### src/rtl/addsub_nibble_serial_ctrl_pkg.sv
// Shared types for the nibble-serial add/subtract sequencer.
//   state_t      : controller FSM states
//   NIBBLE_W     : width of the external adder-subtractor slice
//   slice_drive(): maps (effective B nibble, running carry) onto the slice's
//                  b/cin inputs so that the slice computes a + nib_b + c.
package addsub_nibble_serial_ctrl_pkg;

  localparam int NIBBLE_W = 4;

  typedef enum logic [1:0] {IDLE, RUN, DONE} state_t;

  typedef struct packed {
    logic [NIBBLE_W-1:0] b;
    logic                cin;
  } slice_drv_t;

  // In subtract mode the slice adds ~b + 1. With cin = c, pre-inverting b
  // when c=1 turns that back into a + nib_b + 1, so the running carry can be
  // chained through the slice's mode input.
  function automatic slice_drv_t slice_drive(input logic [NIBBLE_W-1:0] nib_b,
                                             input logic                c);
    slice_drv_t d;
    d.b   = c ? ~nib_b : nib_b;
    d.cin = c;
    return d;
  endfunction

endpackage

### src/rtl/addsub_result_flags.sv
// Combinational result flags for an add/subtract stage.
//   sum   : W-bit result (modulo 2^W)
//   c     : final carry-out (for subtract, 1 = no borrow)
//   a_msb : sign bit of operand A
//   b_msb : sign bit of the effective B operand (inverted B for subtract)
//   carry/ovf/zero : carry, signed overflow, result-is-zero
module addsub_result_flags #(
  parameter int W = 16
) (
  input  logic [W-1:0] sum,
  input  logic         c,
  input  logic         a_msb,
  input  logic         b_msb,
  output logic         carry,
  output logic         ovf,
  output logic         zero
);

  assign carry = c;
  // Same-signed operands producing a differently-signed result.
  assign ovf   = (a_msb == b_msb) && (sum[W-1] != a_msb);
  assign zero  = (sum == '0);

endmodule

### src/rtl/addsub_nibble_serial_ctrl.sv
// W-bit add/subtract (W = 4*NIBBLES) using one external 4-bit slice,
// one nibble per cycle, LSB nibble first.
//   clk, rst                   : clock, synchronous active-high reset
//   req_valid/ready, req_a/b/sub : operand request handshake
//   slice_a/b/cin, slice_s/c0  : external slice drive and result
//   rsp_valid/ready, rsp_sum/carry/ovf/zero : result handshake and flags
module addsub_nibble_serial_ctrl
  import addsub_nibble_serial_ctrl_pkg::*;
#(
  parameter  int NIBBLES = 4,
  localparam int W       = NIBBLE_W * NIBBLES
) (
  input  logic                clk,
  input  logic                rst,
  input  logic                req_valid,
  output logic                req_ready,
  input  logic [W-1:0]        req_a,
  input  logic [W-1:0]        req_b,
  input  logic                req_sub,
  output logic [NIBBLE_W-1:0] slice_a,
  output logic [NIBBLE_W-1:0] slice_b,
  output logic                slice_cin,
  input  logic [NIBBLE_W-1:0] slice_s,
  input  logic                slice_c0,
  output logic                rsp_valid,
  input  logic                rsp_ready,
  output logic [W-1:0]        rsp_sum,
  output logic                rsp_carry,
  output logic                rsp_ovf,
  output logic                rsp_zero
);

  localparam int             IW   = (NIBBLES > 1) ? $clog2(NIBBLES) : 1;
  localparam logic [IW-1:0]  LAST = IW'(NIBBLES - 1);

  state_t        state;
  logic [W-1:0]  a_q, beff_q;
  logic [IW-1:0] idx, nxt_idx;
  logic [W-1:0]  beff_in, sum_nxt;
  slice_drv_t    drv_first, drv_next;
  logic          f_carry, f_ovf, f_zero;

  function automatic logic [NIBBLE_W-1:0] nib(input logic [W-1:0]  v,
                                              input logic [IW-1:0] i);
    return v[int'(i)*NIBBLE_W +: NIBBLE_W];
  endfunction

  assign nxt_idx   = idx + 1'b1;
  assign beff_in   = req_sub ? ~req_b : req_b;
  assign drv_first = slice_drive(beff_in[NIBBLE_W-1:0], req_sub);
  // Slice outputs are registered, so the next nibble's drive is built from
  // the carry the slice is producing right now.
  assign drv_next  = slice_drive(nib(beff_q, nxt_idx), slice_c0);

  always_comb begin
    sum_nxt = rsp_sum;
    sum_nxt[int'(idx)*NIBBLE_W +: NIBBLE_W] = slice_s;
  end

  // Flags are evaluated on the sum including the nibble being written on the
  // final RUN edge, then registered into DONE.
  addsub_result_flags #(.W(W)) u_flags (
    .sum   (sum_nxt),
    .c     (slice_c0),
    .a_msb (a_q[W-1]),
    .b_msb (beff_q[W-1]),
    .carry (f_carry),
    .ovf   (f_ovf),
    .zero  (f_zero)
  );

  always_ff @(posedge clk) begin
    if (rst) begin
      state     <= IDLE;
      req_ready <= 1'b1;
      rsp_valid <= 1'b0;
      rsp_sum   <= '0;
      rsp_carry <= 1'b0;
      rsp_ovf   <= 1'b0;
      rsp_zero  <= 1'b0;
      idx       <= '0;
      a_q       <= '0;
      beff_q    <= '0;
      slice_a   <= '0;
      slice_b   <= '0;
      slice_cin <= 1'b0;
    end else begin
      case (state)
        IDLE: if (req_valid) begin
          a_q       <= req_a;
          beff_q    <= beff_in;
          idx       <= '0;
          req_ready <= 1'b0;
          slice_a   <= req_a[NIBBLE_W-1:0];
          slice_b   <= drv_first.b;
          slice_cin <= drv_first.cin;
          state     <= RUN;
        end
        RUN: begin
          rsp_sum <= sum_nxt;
          if (idx == LAST) begin
            rsp_valid <= 1'b1;
            rsp_carry <= f_carry;
            rsp_ovf   <= f_ovf;
            rsp_zero  <= f_zero;
            slice_a   <= '0;
            slice_b   <= '0;
            slice_cin <= 1'b0;
            state     <= DONE;
          end else begin
            idx       <= nxt_idx;
            slice_a   <= nib(a_q, nxt_idx);
            slice_b   <= drv_next.b;
            slice_cin <= drv_next.cin;
          end
        end
        DONE: if (rsp_ready) begin
          rsp_valid <= 1'b0;
          req_ready <= 1'b1;
          state     <= IDLE;
        end
        default: state <= IDLE;
      endcase
    end
  end

endmodule

### config.mk
export PLATFORM = sky130hd
export DESIGN_NAME = addsub_nibble_serial_ctrl
export DESIGN_NICKNAME = d
export VERILOG_FILES = /design/src/rtl/addsub_nibble_serial_ctrl_pkg.sv /design/src/rtl/addsub_result_flags.sv /design/src/rtl/addsub_nibble_serial_ctrl.sv
export SDC_FILE = /design/constraint.sdc
export NUM_CORES = 1
export LEC_CHECK = 0
export ABC_AREA = 1
export ABC_CLOCK_PERIOD_IN_PS = 4450
export CELL_PAD_IN_SITES_DETAIL_PLACEMENT = 1
export CELL_PAD_IN_SITES_GLOBAL_PLACEMENT = 1
export CORE_MARGIN = 3
export CORE_UTILIZATION = 39
export CTS_BUF_LIST = sky130_fd_sc_hd__clkbuf_8 sky130_fd_sc_hd__clkbuf_16
export CTS_CLUSTER_SIZE = 24
export DETAILED_ROUTE_END_ITERATION = 8
export PLACE_DENSITY = 0.94
export SYNTH_ARGS = -nofsm -noshare
export SYNTH_HDL_FRONTEND = slang
export SYNTH_HIERARCHICAL = 1
export SYNTH_SLANG_ARGS = --single-unit
### constraint.sdc
create_clock -name clk -period 4.45 [get_ports clk]
set_clock_uncertainty 0.05 [all_clocks]
set_input_delay 1.1125 -clock clk [delete_from_list [all_inputs] [get_ports clk]]
set_output_delay 1.1125 -clock clk [all_outputs]
set_load 0.02 [all_outputs]
## After elaboration in Yosys (flattened, before gate mapping)

Cells that the tools add are included.

- Register bits: 66
- Input port bits: 42
- Output and inout bits: 30
- Word-level logic and storage cells: 70

- Add/subtract/negate cells: 2
- Equal/unequal tests: 9
- Shift operators: 4
- Mux-type cells: 26
- Bitwise operators: 3
- Reduce and logical (&&, ||, !) cells: 13

Operators by type and width:

| cell | count |
|---|---|
| $neg A4 Y33 | 1 |
| $shift A4 B33 Y16 const A | 1 |
| $shiftx A4 B33 Y16 | 1 |
| $shiftx A16 B5 Y4 | 2 |
| $mux W4 | 6 |
| $bwmux W16 | 1 |
| $logic_not A16 Y1 | 1 |
| $mux W16 | 1 |
| $not A16 Y16 | 1 |
| $pmux W4 S2 | 2 |
| $reduce_and A3 Y1 | 4 |
| $mux W2 | 5 |
| $ne A2 B2 Y1 const B | 4 |
| $not A4 Y4 | 2 |
| $mux W1 | 6 |
| $pmux W1 S2 | 3 |
| $pmux W2 S3 | 1 |
| $reduce_and A2 Y1 | 3 |
| $reduce_bool A2 Y1 | 3 |
| $eq A2 B2 Y1 const B | 2 |
| $pmux W2 S2 | 1 |
| $add A2 B1 Y2 const B | 1 |
| $eq A2 B1 Y1 const B | 1 |
| $logic_not A2 Y1 | 1 |
| other kinds (3) | 3 |

## Logic depth before layout (Yosys ltp)

Gate-level depths: netlist (run 1).

- Depth in word-level cells: 6
- Depth in mapped cells: 15
- Depth with buffers taken out: 12

## Hierarchy

The synthesis (run 1) kept the hierarchy.

Modules (own cells, without submodules):

| module | instances | cells an instance | area an instance (um^2) | seq. area each (um^2) |
|---|---|---|---|---|
| addsub_nibble_serial_ctrl | 1 | 461 | 3373.2 | 1321.3 |
| addsub_result_flags | 1 | 33 | 142.6 | 0.0 |

## Least setup slack after synthesis (run 1)

Ideal clock, no wire load.

- Kind: register -> register
- Start point: register idx[0]
- End point: register rsp_zero
- Setup time: 0.070 ns
- Data arrival time: 2.258 ns
- Required time: 4.330 ns
- Slack: 2.072 ns
- Cell stages (with the launch flop): 15
- Buffers on the path: 3
- Period minus slack after synthesis: 2.378 ns
- Cells stage by stage: dfxtp_1 clkbuf_2 clkinv_1 buf_2 ha_1 buf_2 clkinv_1 nand3_1 o22ai_1 nor2_1 and2_1 nand2_1 nor2_2 nand3_1 a21oi_1

- Word-level cells in the longest chain between the ends: 4
- Elaborated cells between the ends (all ways): 7
- Classes of those cells: 1 x add/sub; 1 x eq/ne; 2 x shift; 1 x mux; 2 x reduce/logical

RTL lines:

| item | line | source |
|---|---|---|
| start, declared | addsub_nibble_serial_ctrl.sv:38 | `logic [IW-1:0] idx, nxt_idx;` |
| start signal, assigned | addsub_nibble_serial_ctrl.sv:111 | `idx <= nxt_idx;` |
| $neg A4 Y33 (*) | addsub_nibble_serial_ctrl.sv:57 | `sum_nxt[int'(idx)*NIBBLE_W +: NIBBLE_W] = slice_s;` |
| $shiftx A4 B33 Y16 or $shift A4 B33 Y16 (tied branches) | addsub_nibble_serial_ctrl.sv:57 |  |
| $bwmux W16 (*) | addsub_nibble_serial_ctrl.sv:57 |  |
| named net sum_nxt[15] | addsub_nibble_serial_ctrl.sv:39 | `logic [W-1:0] beff_in, sum_nxt;` |
| $logic_not A16 Y1 (*) | addsub_result_flags.sv:22 | `assign zero = (sum == '0);` |
| named net f_zero | addsub_nibble_serial_ctrl.sv:41 | `logic f_carry, f_ovf, f_zero;` |
| end signal, assigned | addsub_nibble_serial_ctrl.sv:105 | `rsp_zero <= f_zero;` |
| end, declared | addsub_nibble_serial_ctrl.sv:30 | `output logic rsp_zero` |

Mark *: on every way through the listed nets, which the timed path passes. The rest lies on a longest branch.
A chain may end at the register's enable or synchronous reset.

## Worst setup path in the final report (run 1)

Same ends and word-level chain as after synthesis.

==> results.yml, run 1 <==
detailed_routing:
  drtIter0Drc: 144
  wire_per_inst_um: 16.3
  remaining_drc_errors: 0
  routed_wl_um: 10800
  first_pass_iters: 4
  final_antenna_net_count: 0
  via_count: 3483
  vias_per_cell: 5.25
clock_tree:
  postCtsSetupBuffers: 0
  htreeDepth: 3
  cts_tree: "built"
  clk_path_buf_depth: 2
  cts_resized: 0
  clk_pin_slew_ns: 0.08
  cts_sinks: 66
  clockRootBuffer: "clkbuf_8"
  clk_latency_ns: 0.36
  ctsHoldBuffers: 0
  cts_made_buffers: 9
flow_run:
  maxCapViolCount: 0
yosys:
  synth_top_cell_by_area: "dfxtp_1"
  synthArstFlopShare_pct: 0
  synthCells: 494
  synth_compound_gate_area_share_pct: 19.9
  ys.flop_type: "dfxtp_1"
  yosysSeqAreaShare_pct: 37.6
  synth_edf_count: 0
  synthMuxAreaShare_pct: 0
  synth_top_family_by_area: "simple AND/OR/NAND/NOR gates"
  synth_top_area_share_pct: 37.6
  synth.avg_cell_area_um2: 7.12
  syn-cell-area_um2: 3520
  yosys-top-cells-area: "dfxtp_1 (38%), nor2_1 (8.8%), nand2_1 (7.6%)"
  synth_fp_nets: 542
  yosys.area_share.xor_xnor_pct: 3.99
  synth-simple-area-share_pct: 24.1
  ys_types: 31
  synthAdderAreaFrac_pct: 2.14
  synth_warnings: 6
  ys_ff_latch: 66
global_routing:
  antenna_found_initial: 0
  grt_pass1_vias: 3612
  grt_pass1_wl_um: 17500
  overflow: 0
  grt_max_degree: 39
  grt_usage_pct: 21.7
sta:
  rsz0062_at_grt: "no"
  slew_violations: 0
  tightest_slew_ns: 0.930
  finalHoldViolations: 0
  relSlewSlack_pct: 37.8
  fmax_mhz: 320
  min_period_over_period_pct: 70.3
  fin_crit_ns: 3.13
  setup-violations-final: 0
  timing.hold.ws_ns: 0.421
  setup-tns-final_ns: 0
critical_path:
  cp.required_ns: 4.69
  critPathKind: "reg -> reg"
  crit_chain: "clkinv_1, ha_1, clkinv_1, nand3_1, o22ai_1, nor2_2, and2_1, nand2_1, nor2_2, nand3_1, a21oi_1"
  critPathMaxFanout: 20
  cp.arrival_ns: 3.37
  critical_path.max_stage_delay_ns: 0.81
  cp_num_buf_inv: 2
  critPathTopFamily: "buffers and inverters"
  end_kind: "register"
  crit_path_start_kind: "register"
  slowest_stage: "ha_1"
finish:
  post-route-util_pct: 50.7
  drive_gt1_share_pct: 10.1
  finalNetCount: 598
  syn2layout_area_growth_pct: 25.9
  diodes: 0
  fillerInstances: 1113
  seqCellArea_um2: 1320
  multi_input_area_um2: 1760
placement:
  portBuffers: 71
  globalplace.congestion: 0.819
  dp_hpwl_um: 7640
pwr:
  ir_drop_mv: 0.140
  leakage_nw: 1.85
  power_mw: 1.64
  p_per_area_nw_per_um2: 370
floorplan:
  start_util_pct: 40.3
  fp.coreArea_um2: 8720
  rows: 34
  die_w_um: 101
  die_h_um: 101
  io-pin-count: 72
  dieArea_um2: 10200
run_status:
  outcome: "complete, no violations"
min_path:
  min_path_type: "reg -> reg"
-- worst paths after layout --
| check | to | cells past startpoint | from | slack, ns |
|---|---|---|---|---|
| hold reg to reg | req_ready$_SDFFE_PP1P_ | 2 | req_ready$_SDFFE_PP1P_ | 0.42 |
| hold / removal | req_ready$_SDFFE_PP1P_ | 2 | req_ready$_SDFFE_PP1P_ | 0.42 |
| setup / recovery | rsp_zero$_SDFFE_PP0P_ | 11 | idx[0]$_SDFFE_PP0P_ | 1.32 |
| setup reg to reg | rsp_zero$_SDFFE_PP0P_ | 11 | idx[0]$_SDFFE_PP0P_ | 1.32 |
-- layout by cell type, fill, tap and decap left out, types with 2 or more instances in the layout --
cell type / n
o22ai_1: 8
nor2_4: 2
bufinv_16: 2
ha_1: 6
clkbuf_8: 9
inv_2: 4
nor2_2: 3
clkinv_2: 2
o21ai_0: 33
nand3_1: 30
clkinvlp_4: 2
a211oi_2: 7
nand4_1: 8
clkdlybuf4s50_1: 70
clkinv_1: 2
dfxtp_1: 66
a211oi_1: 9
o211ai_1: 4
nor2_1: 82
o21ai_1: 12
nand2_1: 71
a21oi_2: 17
inv_1: 64
a21oi_1: 16
buf_4: 3
xnor2_1: 16
-- through the flow --
stage / instances / area, um2 / setup slack (ns)
global placement: 647 / 4210 / 1.49
finish: 663 / 4430 / 1.32
global route: 663 / 4430 / 0.991
detailed placement: 647 / 4210 / 1.29
floorplan: 494 / 3520 / 2.07
CTS: 663 / 4430 / 1.37
-- cell type report --
type | instances | share of cell area [%]
sequential | 66 | 29.9
clock inverter | 7 | 2.12
clock buffer | 9 | 2.80
multi-input combinational | 329 | 39.8
timing repair buffer | 74 | 16.5
inverter | 70 | 5.94
tap | 108 | 3.05
-- report_power, final --
group / internal, mW / switching [mW]
Combinational: 0.160 / 0.238
Clock: 0.314 / 0.253
Sequential: 0.639 / 0.0335
-- worst register-to-register path, stage by stage (launching register included) --
cell      delay [ns]
dfxtp_1         0.35
clkinv_1        0.42
ha_1            0.81
clkinv_1        0.41
nand3_1         0.29
o22ai_1         0.15
nor2_2          0.13
and2_1          0.12
nand2_1         0.05
nor2_2          0.07
nand3_1         0.07
a21oi_1         0.14
-- routing by layer --
metal | routed length (um) | up-vias | GRT usage [%]
li1 | - | 1691 | -
met1 | 4590 | 1681 | 25.9
met2 | 5430 | 93 | 37.9
met3 | 516 | 18 | 4.57
met4 | 254 | 0 | 8.59
met5 | 0 | - | 0
-- state kept, by name (all words and copies together), names as in the netlist, 2 cells and up --
register  count
idx           2
state         2
a_q          16
beff_q       16
slice_a       4
slice_b       4
rsp_sum      16
-- synthesized netlist by cell type (3+ instances only) --
master / count
a211oi_1: 9
a211oi_2: 7
a21oi_1: 16
a21oi_2: 17
buf_2: 9
buf_6: 4
clkbuf_1: 11
dfxtp_1: 66
ha_1: 6
inv_1: 64
inv_2: 4
nand2_1: 71
nand3_1: 30
nand4_1: 8
nor2_1: 82
nor2_2: 3
o211ai_1: 4
o21ai_0: 33
o21ai_1: 12
o22ai_1: 8
xnor2_1: 16
-- cell families after synthesis --
logic type               count (synthesis)
adder cells (fa/ha/maj)                  6
buffers and inverters                   99
AO/OA/AOI/OAI                          107
flip-flops                              66
XOR/XNOR                                16
AND/OR/NAND/NOR                        200
Power figures use the tool's default switching activity.
==> inputs of run 2 (changes only) <==
--- a/config.mk
+++ b/config.mk
@@ -6,15 +6,15 @@
 export NUM_CORES = 1
 export LEC_CHECK = 0
 export ABC_AREA = 1
-export ABC_CLOCK_PERIOD_IN_PS = 4450
+export ABC_CLOCK_PERIOD_IN_PS = 2550
 export CELL_PAD_IN_SITES_DETAIL_PLACEMENT = 1
 export CELL_PAD_IN_SITES_GLOBAL_PLACEMENT = 1
 export CORE_MARGIN = 3
-export CORE_UTILIZATION = 39
+export CORE_UTILIZATION = 33
 export CTS_BUF_LIST = sky130_fd_sc_hd__clkbuf_8 sky130_fd_sc_hd__clkbuf_16
 export CTS_CLUSTER_SIZE = 24
 export DETAILED_ROUTE_END_ITERATION = 8
-export PLACE_DENSITY = 0.94
+export PLACE_DENSITY = 0.86
 export SYNTH_ARGS = -nofsm -noshare
 export SYNTH_HDL_FRONTEND = slang
 export SYNTH_HIERARCHICAL = 1
==> constraint.sdc (replaced) <==
create_clock -name clk -period 2.55 [get_ports clk]
set_clock_uncertainty 0.05 [all_clocks]
set_input_delay 0.6375 -clock clk [delete_from_list [all_inputs] [get_ports clk]]
set_output_delay 0.6375 -clock clk [all_outputs]
set_load 0.02 [all_outputs]
==> results.yml, run 2 (synthesis results as in run 1) <==
sta:
  rsz0062_at_grt: "no"
  relSlewSlack_pct: 47.2
  fmax_mhz: 446
  slew_violations: 0
  setup-tns-final_ns: 0
  tightest_slew_ns: 0.791
  setup-violations-final: 0
  fin_crit_ns: 2.24
  finalHoldViolations: 0
  min_period_over_period_pct: 87.9
clock_tree:
  htreeDepth: 3
  cts_sinks: 66
  clk_pin_slew_ns: 0.08
  cts_resized: 0
  cts_tree: "built"
  clk_path_buf_depth: 2
  cts_made_buffers: 9
  ctsHoldBuffers: 0
  clockRootBuffer: "clkbuf_8"
  postCtsSetupBuffers: 0
  clk_latency_ns: 0.36
critical_path:
  cp.arrival_ns: 2.48
  crit_chain: "inv_1, ha_1, clkinv_1, nand3_1, o22ai_1, inv_1, nor2_1, nor2_1, a21oi_2, nand3_1, a21oi_1"
  crit_cells: 11
  critPathKind: "reg -> reg"
  slowest_stage: "dfxtp_1"
  crit_path_start_kind: "register"
  cp.required_ns: 2.79
  critPathTopFamily: "compound AO/OA/AOI/OAI gates"
  critPathMaxFanout: 8
  end_kind: "register"
  cp_num_buf_inv: 3
  critical_path.max_stage_delay_ns: 0.44
  reg2reg_depth: 11
floorplan:
  rows: 37
  die_h_um: 109
  start_util_pct: 34.1
  die_w_um: 109
  io-pin-count: 72
  fp.coreArea_um2: 10300
  dieArea_um2: 11900
pwr:
  p_sw_mw: 0.924
  p_comb_share_pct: 23.6
  p_per_area_nw_per_um2: 658
  sequentialPowerShare_pct: 38.9
  p_sw_share_pct: 30.9
  clkPwrFrac_pct: 37.5
  ir_drop_mv: 0.262
  leakage_nw: 1.90
  p_int_mw: 2.07
finish:
  layout_commonest_cell: "nor2_1"
  layout_common_cells: "nor2_1 (82), nand2_1 (71), clkdlybuf4s50_1 (70), dfxtp_1 (66), inv_1 (64)"
  drive_gt1_share_pct: 11.1
  finalNetCount: 604
  diodes: 0
  syn2layout_area_growth_pct: 29.4
  fillerInstances: 1290
  top_regs: "a_q: 16 flops, beff_q: 16 flops, rsp_sum: 16 flops"
  seqCellArea_um2: 1320
  multi_input_area_um2: 1760
  post-route-util_pct: 44.1
detailed_routing:
  wire_per_inst_um: 14.3
  remaining_drc_errors: 0
  via_count: 3409
  first_pass_iters: 4
  vias_per_cell: 4.89
  drtIter0Drc: 125
  routed_wl_um: 9950
  final_antenna_net_count: 0
global_routing:
  grt_max_degree: 39
  overflow: 0
  grt_pass1_vias: 3517
  antenna_found_initial: 0
  grt_pass1_wl_um: 16500
  grt_usage_pct: 17.7
placement:
  globalplace.congestion: 0.857
  dp_hpwl_um: 7240
  portBuffers: 71
flow_run:
  maxCapViolCount: 0
min_path:
  min_path_type: "reg -> reg"
  whs_path_depth: 2
run_status:
  outcome: "complete, no violations"
## run 2: cell count changes in the layout (fill, tap and decap cells not counted)
cell and delta:
clkinvlp_4 -1, clkinv_2 -2, buf_4 +5, clkinv_4 -1, inv_6 +3, bufinv_16 +1
buf_12 +1
## run 2: tightest hold or removal path, cell delays in order (launching register included)
cell and delay [ns]:
dfxtp_1 0.32, nand2_1 0.06, a21oi_1 0.05
## run 2: final cells by class
type / count / area share, %
Clock buffer: 9 / 2.72
Clock inverter: 7 / 2.72
Inverter: 70 / 5.78
Multi-Input combinational cell: 329 / 38.7
Sequential cell: 66 / 29.1
Tap cell: 136 / 3.74
Timing Repair Buffer: 80 / 17.3
## run 2: metrics by stage
stage | cells | hold WS (ns) | instance area, um2 | total power, mW | worst slack, ns
5_1_grt | 697 | 0.445 | 4550 | 3.16 | 0.0114
2_1_floorplan | 494 | 0.386 | 3520 | 1.64 | 0.172
6_report | 697 | 0.417 | 4550 | 2.99 | 0.308
3_5_place_dp | 681 | 0.406 | 4300 | 1.89 | 0.271
3_3_place_gp | 681 | 0.396 | 4300 | 1.87 | 0.365
4_1_cts | 697 | 0.419 | 4550 | 3.02 | 0.325
## run 2: worst paths after layout
check	from	slack, ns	end
worst max-delay path	idx[1]$_SDFFE_PP0P_	0.31	rsp_ovf$_SDFFE_PP0P_
worst min-delay path	a_q[0]$_SDFFE_PP0P_	0.42	a_q[0]$_SDFFE_PP0P_
worst max register to register	idx[1]$_SDFFE_PP0P_	0.31	rsp_ovf$_SDFFE_PP0P_
worst min register to register	a_q[0]$_SDFFE_PP0P_	0.42	a_q[0]$_SDFFE_PP0P_
## run 2: metal layers
metal  part of all wire (%)  up-vias  global-route usage [%]
met5                      0        -                       0
met4                    1.2        0                    5.70
met3                    3.9       13                    3.79
met2                     51       70                    31.4
met1                     44     1617                    21.2
li1                       -     1709                       -
## run 2: power groups by stage
stage / sequential, mW / combinational, mW / clock (mW)
3_5_place_dp: 1.19 / 0.702 / 0
4_1_cts: 1.17 / 0.710 / 1.14
2_1_floorplan: 1.22 / 0.415 / 0
6_report: 1.16 / 0.705 / 1.12
3_3_place_gp: 1.19 / 0.680 / 0
5_1_grt: 1.18 / 0.788 / 1.20
